--- src/rtl/seg_scan_ctrl.sv ---
// ---------------------------------------------------------------------------
// seg_scan_ctrl
//
// Time-multiplexed driver for a four-digit common-anode seven-segment display.
// Each digit is driven for CLK_DIV cycles. It is then followed by BLANK_CYC
// dead cycles with every anode off, so the previous digit's segments do not
// ghost onto the next one. Writes go into shadow registers. The shadow
// registers are copied into the display registers only at a frame boundary,
// so a frame never shows a mix of old and new digits.
//
// Ports
//   clock       in   1  system clock, rising-edge
//   reset       in   1  synchronous reset, active-low
//   wr_en       in   1  write strobe for shadow[wr_addr]
//   wr_addr     in   2  digit index (0 = rightmost)
//   wr_data     in   4  hex value to store
//   lz_blank    in   1  leading-zero blanking enable (live, every cycle)
//   sevenseg    out  7  active-low segments, bit0 = a ... bit6 = g
//   an          out  4  active-low digit enables, bit n = digit n
//   frame_done  out  1  one-cycle pulse on the first output cycle of digit 0
// ---------------------------------------------------------------------------
module seg_scan_ctrl #(
  parameter int unsigned CLK_DIV   = 1000,  // 1..65535
  parameter int unsigned BLANK_CYC = 8      // 0..255
) (
  input  logic       clock,
  input  logic       reset,
  input  logic       wr_en,
  input  logic [1:0] wr_addr,
  input  logic [3:0] wr_data,
  input  logic       lz_blank,
  output logic [6:0] sevenseg,
  output logic [3:0] an,
  output logic       frame_done
);

  localparam logic [0:0] ST_ACTIVE = 1'b0;
  localparam logic [0:0] ST_BLANK  = 1'b1;

  // Terminal timer values for each state. BLANK_LAST is only used when
  // BLANK_CYC is non-zero; the guard keeps the constant well-formed otherwise.
  localparam logic [15:0] ACTIVE_LAST = 16'(CLK_DIV - 1);
  localparam logic [15:0] BLANK_LAST  = (BLANK_CYC > 0) ? 16'(BLANK_CYC - 1) : 16'd0;

  // -------------------------------------------------------------------------
  // Scan state
  // -------------------------------------------------------------------------
  logic [0:0]  state_reg, state_next;
  logic [1:0]  idx_reg, idx_next;
  logic [15:0] timer_reg, timer_next;
  logic        commit;

  logic [3:0]  display_val [4];

  always_comb begin
    state_next = state_reg;
    idx_next   = idx_reg;
    timer_next = timer_reg + 16'd1;
    case (state_reg)
      ST_ACTIVE: begin
        if (timer_reg == ACTIVE_LAST) begin
          timer_next = 16'd0;
          if (BLANK_CYC == 0) begin
            // No dead time: move straight on to the next digit.
            idx_next = idx_reg + 2'd1;
          end else begin
            state_next = ST_BLANK;
          end
        end
      end
      default: begin
        if (timer_reg == BLANK_LAST) begin
          timer_next = 16'd0;
          state_next = ST_ACTIVE;
          idx_next   = idx_reg + 2'd1;
        end
      end
    endcase
  end

  // A frame boundary is the wrap from digit 3 back into digit 0's ACTIVE slot.
  // The idx only changes when a slot advances, so the wrap fully identifies it.
  assign commit = (state_next == ST_ACTIVE) && (idx_reg == 2'd3) && (idx_next == 2'd0);

  always_ff @(posedge clock) begin
    if (!reset) begin
      state_reg <= ST_ACTIVE;
      idx_reg   <= 2'd0;
      timer_reg <= 16'd0;
    end else begin
      state_reg <= state_next;
      idx_reg   <= idx_next;
      timer_reg <= timer_next;
    end
  end

  // -------------------------------------------------------------------------
  // Shadow / display registers, one pair per digit
  // -------------------------------------------------------------------------
  genvar gi;
  generate
    for (gi = 0; gi < 4; gi++) begin : g_digit
      logic       wr_hit;
      logic [3:0] shadow_reg;
      logic [3:0] shadow_next;
      logic [3:0] display_reg;

      assign wr_hit      = wr_en && (wr_addr == 2'(gi));
      assign shadow_next = wr_hit ? wr_data : shadow_reg;

      // The commit copies shadow_next rather than shadow_reg. A write that
      // lands on the commit edge therefore joins the frame that is starting.
      always_ff @(posedge clock) begin
        if (!reset) begin
          shadow_reg  <= 4'd0;
          display_reg <= 4'd0;
        end else begin
          shadow_reg <= shadow_next;
          if (commit) begin
            display_reg <= shadow_next;
          end
        end
      end

      assign display_val[gi] = display_reg;
    end
  endgenerate

  // -------------------------------------------------------------------------
  // Leading-zero detection
  // blank_mask[n] is set when digit n and every digit above it are zero.
  // Digit 0 is never a candidate, so that a value of zero still shows "0".
  // -------------------------------------------------------------------------
  logic [3:0] blank_mask;
  logic       lead_zero;

  always_comb begin
    blank_mask = 4'b0000;
    lead_zero  = 1'b1;
    for (int n = 3; n >= 1; n--) begin
      lead_zero     = lead_zero && (display_val[n] == 4'd0);
      blank_mask[n] = lead_zero;
    end
  end

  // -------------------------------------------------------------------------
  // Segment decode (active-low, g..a)
  // -------------------------------------------------------------------------
  function automatic logic [6:0] decode(input logic [3:0] v);
    logic [6:0] s;
    case (v)
      4'h0:    s = 7'b1000000;
      4'h1:    s = 7'b1111001;
      4'h2:    s = 7'b0100100;
      4'h3:    s = 7'b0110000;
      4'h4:    s = 7'b0011001;
      4'h5:    s = 7'b0010010;
      4'h6:    s = 7'b0000010;
      4'h7:    s = 7'b1111000;
      4'h8:    s = 7'b0000000;
      4'h9:    s = 7'b0010000;
      4'hA:    s = 7'b0001000;
      4'hB:    s = 7'b0000011;
      4'hC:    s = 7'b1000110;
      4'hD:    s = 7'b0100001;
      4'hE:    s = 7'b0000110;
      default: s = 7'b0001110;
    endcase
    return s;
  endfunction

  // -------------------------------------------------------------------------
  // Registered outputs. These reflect the scan state one cycle later.
  // -------------------------------------------------------------------------
  logic [3:0] an_reg, an_next;
  logic [6:0] seg_reg, seg_next;
  logic       frame_done_reg, frame_done_next;
  logic       digit_blank;

  assign digit_blank = lz_blank && blank_mask[idx_reg];

  always_comb begin
    an_next  = 4'b1111;
    seg_next = 7'b1111111;
    if ((state_reg == ST_ACTIVE) && !digit_blank) begin
      an_next  = ~(4'b0001 << idx_reg);
      seg_next = decode(display_val[idx_reg]);
    end
    // The first cycle of digit 0's slot. Digit 0 is never blanked, so the
    // pulse always lines up with the digit 0 anode going low.
    frame_done_next = (state_reg == ST_ACTIVE) && (idx_reg == 2'd0) && (timer_reg == 16'd0);
  end

  always_ff @(posedge clock) begin
    if (!reset) begin
      an_reg         <= 4'b1111;
      seg_reg        <= 7'b1111111;
      frame_done_reg <= 1'b0;
    end else begin
      an_reg         <= an_next;
      seg_reg        <= seg_next;
      frame_done_reg <= frame_done_next;
    end
  end

  assign an         = an_reg;
  assign sevenseg   = seg_reg;
  assign frame_done = frame_done_reg;

endmodule

--- config.mk ---
export PLATFORM = sky130hd
export DESIGN_NAME = seg_scan_ctrl
export DESIGN_NICKNAME = d
export VERILOG_FILES = /design/src/rtl/seg_scan_ctrl.sv
export SDC_FILE = /design/constraint.sdc
export NUM_CORES = 1
export LEC_CHECK = 0
export BUFFER_PORTS_ARGS = -buffer_cell sky130_fd_sc_hd__buf_2
export CORE_MARGIN = 3
export CORE_UTILIZATION = 40
export CTS_BUF_LIST = sky130_fd_sc_hd__clkbuf_8
export DETAILED_ROUTE_END_ITERATION = 8
export PLACE_DENSITY_LB_ADDON = 0.15
export SLEW_MARGIN = 20
export SYNTH_ARGS = -nofsm -noshare
export SYNTH_HDL_FRONTEND = slang
export SYNTH_SLANG_ARGS = --single-unit
--- constraint.sdc ---
create_clock -name clock -period 5.36 [get_ports clock]
set_input_delay 0.268 -clock clock [delete_from_list [all_inputs] [get_ports clock]]
set_output_delay 0.268 -clock clock [all_outputs]
set_load 0.05 [all_outputs]
==> impl_metrics.tcl, run 1 <==
set metrics [dict create \
    drc 0 \
    postCtsSetupRepairBufs 0 \
    area.growth.synth_to_final_pct 12.2 \
    antenna_found_initial 0 \
    crit_path_start_kind "flop" \
    final_max_slew_viol_count 0 \
    min_path_type "in -> reg" \
    synthDistinctLibCells 39 \
    finalWirelength_mm 5.29 \
    viasPerCell 4.79 \
    crit_buf_inv 0 \
    max_cap_violations 0 \
    ys_ff_latch 63 \
    critPathMaxStageDelay_ns 0.61 \
    synth_edf_count 0 \
    synth_ff_type "dfxtp_1" \
    hpwlAfterDp_mm 3.75 \
    die_area_um2 8330 \
    leakagePower_nw 1.35 \
    fp.coreArea_um2 6910 \
    clockBufferDepth 2 \
    synth_top_cell_area_share_pct 43.3 \
    cts_resized 0 \
    layout-drive-gt1-share_pct 19.9 \
    fp.dieH_um 91.3 \
    start_util_pct 42.1 \
    timing.fmax_mhz 387 \
    slowest_stage "or4_1" \
    wl_per_cell_um 13.0 \
    finalHoldViolCount 0 \
    final_common_cell "dfxtp_1" \
    cts_tree "done" \
    register_area_um2 1260 \
    tightest_slew_ns 1.07 \
    pin_count 22 \
    worstPathArrival_ns 2.81 \
    worst-path-max-fanout 16 \
    ir_worst_vdd_mv 0.124 \
    placed_cell_area_um2 3090 \
    synth_area_um2 2910 \
    antenna_left 0 \
    total_power_mw 0.898 \
    dpl_worst_slack_ns 2.78 \
    path_clk_slew_ns 0.07 \
    numClockSinks 63 \
    worstPathRequired_ns 5.59 \
    gp_congestion 0.770 \
    synth_cells 284 \
    worstSetupPathType "reg -> reg" \
    finalCritPeriodShare_pct 48.2 \
    grt_max_degree 39 \
    finalSetupTns_ns 0 \
    holdWs_ns 0.299 \
    gr-total-overflow 0 \
    n_antenna_cell 0 \
    grt_pass1_wl_mm 9.17 \
    drtPass1Iterations 4 \
    multi_input_area_um2 1560 \
    skew_ns 0.00392 \
    cpLargestDelayFamily "simple AND/OR/NAND/NOR gates" \
    rows 30 \
    mostFrequentLayoutCells "63 x dfxtp_1, 24 x nor2_1, 21 x buf_2" \
    yosysSeqAreaShare_pct 43.3 \
    htree_levels 3 \
    path_cells "or4_1, nor4_4, mux2i_1, nand4_4, mux2_4" \
    holdBufCountCts 0 \
    synth_nets 306 \
    powerDensity_nw_per_um2 275 \
    fillers 689 \
    worst_setup_path_end_kind "flop" \
    drt_iter0_markers 108 \
    setup_viol 0 \
    cts_made_buffers 9 \
    num-nets-final 328 \
    yosys-top-cells-area "dfxtp_1 43%, mux2i_1 6.2%, ha_1 5.2%, mux2_4 5.2%, and2_1 3.9%" \
    clockRootBuffer "clkbuf_8" \
    outcome "complete, no violations" \
    syn_area_per_cell_um2 10.2 \
    first_global_vias 1874 \
    port_buffers 21 \
    vias 1949 \
    period_minus_slack_ns 2.58 \
    slew_headroom_pct 28.4 \
    synth-async-reset-ratio_pct 0 \
    die-width_um 91.3 \
    grt_setup_unrepaired "no" \
    finalCoreUtilization_pct 47.3 \
    yosysTopAreaCell "dfxtp_1" \
    post-place-cells 391 \
    clock_latency_ns 0.34 \
    yosysWarnings 0 \
    instances_no_fill 407 \
    design_area_um2 3270 \
    grt_usage_pct 14.1 \
    worst_slack_ns 2.78 \
]
## Yosys cell counts, drive strengths merged (3+ instances only)
cell type,n
mux2,16
nor4,4
nor2,24
ha,12
o211ai,3
dfxtp,63
mux2i,18
and2,18
mux4,5
nor2b,17
nand2b,3
or4,3
and3,4
xnor2,9
clkbuf,8
nand3,12
inv,12
nand2,16
a21oi,4
nand4,3
nand3b,3
o21ai,4
xor2,6
nor3,5
## cell type report
cell class	count	share of cell area (%)
repair buffers	21	3.22
flip-flops and latches	63	38.6
inverters	12	1.38
clock buffers	11	4.64
clock inverters	5	0.766
well taps	96	3.68
multi-input cells	199	47.7
## worst min-delay path, cell delays in order
cell and delay, ns:
buf_2 0.12, mux2i_1 0.12, nor2b_1 0.07
## where the power goes
part	total [mW]	internal, mW	switching (mW)
Combinational	0.0502	0.0167	0.0336
Sequential	0.482	0.478	0.00386
Clock	0.366	0.188	0.178
Total	0.898	0.682	0.216
## path summary, 6_finish.rpt
path	to	cells past startpoint	slack [ns]	start
worst max register to register	g_digit[0].display_reg[2]	5	2.78	timer_reg[7]
worst max-delay path	g_digit[0].display_reg[2]	5	2.78	timer_reg[7]
worst min register to register	timer_reg[0]	1	0.48	timer_reg[0]
worst min-delay path	g_digit[2].shadow_reg[3]	3	0.30	wr_data[3]
## metal layers
layer	track usage [%]	vias to the layer above	wire length, um
met3	4.39	7	165
met1	17.0	911	2560
met4	7.16	0	102
met5	0	-	0
li1	-	1010	-
met2	22.4	21	2460
## logic make-up (layout without fill, tap and decap cells)
family	count (synthesis)	count (layout)	synth area share, %
AND/OR/NAND/NOR	117	117	22.8
flip-flops	63	63	43.3
multiplexers	39	39	17.5
buffers and inverters	22	49	3.14
AO/OA/AOI/OAI	16	16	3.53
XOR/XNOR	15	15	4.51
adder cells (fa/ha/maj)	12	12	5.16
(Power assumes the default switching activity.)
==> inputs of run 2 (changes only) <==
--- a/config.mk
+++ b/config.mk
@@ -5,6 +5,7 @@
 export SDC_FILE = /design/constraint.sdc
 export NUM_CORES = 1
 export LEC_CHECK = 0
+export ABC_AREA = 1
 export BUFFER_PORTS_ARGS = -buffer_cell sky130_fd_sc_hd__buf_2
 export CORE_MARGIN = 3
 export CORE_UTILIZATION = 40
==> constraint.sdc (replaced) <==
create_clock -name clock -period 2.5 [get_ports clock]
set_input_delay 0.125 -clock clock [delete_from_list [all_inputs] [get_ports clock]]
set_output_delay 0.125 -clock clock [all_outputs]
set_load 0.05 [all_outputs]
==> run 2 against run 1 <==
Against the previous run: synthesized cell count rose by 35%; clock power rose by 150%; critical path depth rose by 4; sequential share of layout area decreased by 2.3 points; via count increased by 21%; area after synthesis rose by 6.5%; sequential cell count unchanged; routed wire length is 12% higher; hold slack got worse by 0.20 ns; non-clock buffer count up 2; clock skew increased by 0.0082 ns; clock-buffer cell count down 1; critical path type unchanged; largest cell class unchanged.
==> impl_metrics.tcl, run 2 <==
set metrics [dict create \
    cts_resized 0 \
    worstSetupPathType "reg -> reg" \
    mostFrequentLayoutCells "63 x nor2_1, 63 x dfxtp_1, 60 x nand2_1" \
    synth_top_cell_area_share_pct 40.7 \
    powerDensity_nw_per_um2 591 \
    min_path_type "in -> reg" \
    fp.coreArea_um2 7370 \
    syn_area_per_cell_um2 8.11 \
    wl_per_cell_um 11.6 \
    grt_max_degree 27 \
    dpl_worst_slack_ns 0.537 \
    rr_startpoint "idx_reg[0]" \
    clockBufferDepth 2 \
    synth_area_um2 3100 \
    worstPathArrival_ns 2.16 \
    leakagePower_nw 1.48 \
    synthDistinctLibCells 35 \
    fp.dieH_um 94.0 \
    period_minus_slack_ns 1.95 \
    finalWirelength_mm 5.94 \
    synth_cells 382 \
    final_max_slew_viol_count 0 \
    worstPathRequired_ns 2.71 \
    worst-path-max-fanout 13 \
    grt_pass1_wl_mm 10.4 \
    synth-async-reset-ratio_pct 0 \
    die-width_um 94.0 \
    holdWs_ns 0.0944 \
    crit_path_start "idx_reg[0]" \
    ir_worst_vdd_mv 0.392 \
    clock_latency_ns 0.34 \
    num-nets-final 428 \
    postCtsSetupRepairBufs 0 \
    drc 0 \
    path_clk_slew_ns 0.07 \
    pin_count 22 \
    yosysSeqAreaShare_pct 40.7 \
    grt_setup_unrepaired "no" \
    worstSetupEndpoint "sevenseg[3]" \
    port_buffers 21 \
    rr_worst_depth 9 \
    post-place-cells 494 \
    met1_usage_pct 20.9 \
    fillers 751 \
    layout-drive-gt1-share_pct 20.7 \
    setup_viol 0 \
    antenna_left 0 \
    area.growth.synth_to_final_pct 12.0 \
    first_global_vias 2212 \
    gp_congestion 0.802 \
    htree_levels 3 \
    rows 31 \
    yosysTopAreaCell "dfxtp_1" \
    finalCoreUtilization_pct 47.1 \
    finalCritPeriodShare_pct 78.1 \
    synth_nets 404 \
    numClockSinks 63 \
    finalHoldViolCount 0 \
    whs_path_depth 3 \
    viasPerCell 4.63 \
    synth.cells.most_frequent "63 x dfxtp_1, 63 x nor2_1, 60 x nand2_1" \
    skew_ns 0.0121 \
    design_area_um2 3470 \
    yosys-top-cells-area "dfxtp_1 41%, nor2_1 7.6%, nand2_1 7.3%, nand3_1 5.8%, mux2i_1 5.2%" \
    drt_iter0_markers 91 \
    cts_made_buffers 9 \
    worst_slack_ns 0.548 \
    slew_headroom_pct 72.4 \
    gr-total-overflow 0 \
    use_met3_pct 4.65 \
    finalSetupTns_ns 0 \
    start_util_pct 42.1 \
    ys_ff_latch 63 \
    synth_edf_count 0 \
    max_cap_violations 0 \
    vias 2361 \
    outcome "complete, no violations" \
    grt_usage_pct 15.0 \
    n_antenna_cell 0 \
    crit_path_start_kind "flop" \
    antenna_found_initial 0 \
    synth_ff_type "dfxtp_1" \
    instances_no_fill 510 \
    r2r_end "sevenseg[3]" \
    timing.fmax_mhz 512 \
    hpwlAfterDp_mm 4.36 \
    met2_usage_pct 21.3 \
    cts_tree "done" \
    tightest_slew_ns 0.409 \
    r2r_slack_ns 0.55 \
    die_area_um2 8840 \
    clockRootBuffer "clkbuf_8" \
    grt_busiest_layer "met2" \
    drtPass1Iterations 4 \
    yosysWarnings 0 \
    holdBufCountCts 0 \
    total_power_mw 2.05 \
    worst_setup_path_end_kind "flop" \
    placed_cell_area_um2 3270 \
]
run 2: area by class of cell:
class / instances / area (um^2) / area share (%)
clock inverters: 6 / 68.8 / 1.98
well taps: 99 / 124 / 3.57
clock buffers: 10 / 138 / 3.96
repair buffers: 23 / 120 / 3.46
multi-input cells: 277 / 1640 / 47.2
inverters: 32 / 120 / 3.46
flip-flops and latches: 63 / 1260 / 36.3
run 2: metal layers:
| layer | vias up | part of all wire [%] |
|---|---|---|
| met2 | 43 | 42 |
| met5 | - | 0 |
| li1 | 1287 | - |
| met4 | 0 | 1.3 |
| met3 | 6 | 4.2 |
| met1 | 1025 | 53 |
run 2: kinds of logic after synthesis:
kind of cell	share of synthesized area (%)
adders and majority gates	4.84
muxes	5.17
DFF	40.7
and+or+nand+nor	35.7
AOI/OAI and AO/OA	4.40
buffers and inverters	6.38
xor gates and xnor gates	2.83
run 2: how the worst min path moves through the flow:
stage	start	to	slack, ns
3_5_place_dp	wr_data[3]	g_digit[2].shadow_reg[3]	0.44
6_report	wr_data[3]	g_digit[2].shadow_reg[3]	0.09
4_1_cts	wr_data[3]	g_digit[2].shadow_reg[3]	0.08
3_3_place_gp	timer_reg[0]	timer_reg[0]	0.44
5_1_grt	wr_data[0]	g_digit[0].shadow_reg[0]	0.12
2_1_floorplan	wr_data[3]	g_digit[0].shadow_reg[3]	0.29
run 2: power by group:
part / leakage (nW) / internal, mW / total, mW / switching (mW)
clock network: 0.103 / 0.492 / 0.901 / 0.409
registers: 0.512 / 1.02 / 1.03 / 0.00776
logic: 0.869 / 0.0359 / 0.120 / 0.0841
total: 1.48 / 1.55 / 2.05 / 0.501
run 2: worst max-delay path, stage by stage, from the launching register on:
cell     delay [ns]
dfxtp_1        0.32
buf_4          0.18
nand2_1        0.07
o21ai_0        0.08
o21ai_0        0.36
inv_1          0.20
ha_1           0.35
nor2_1         0.05
o21ai_0        0.15
nand3_1        0.08
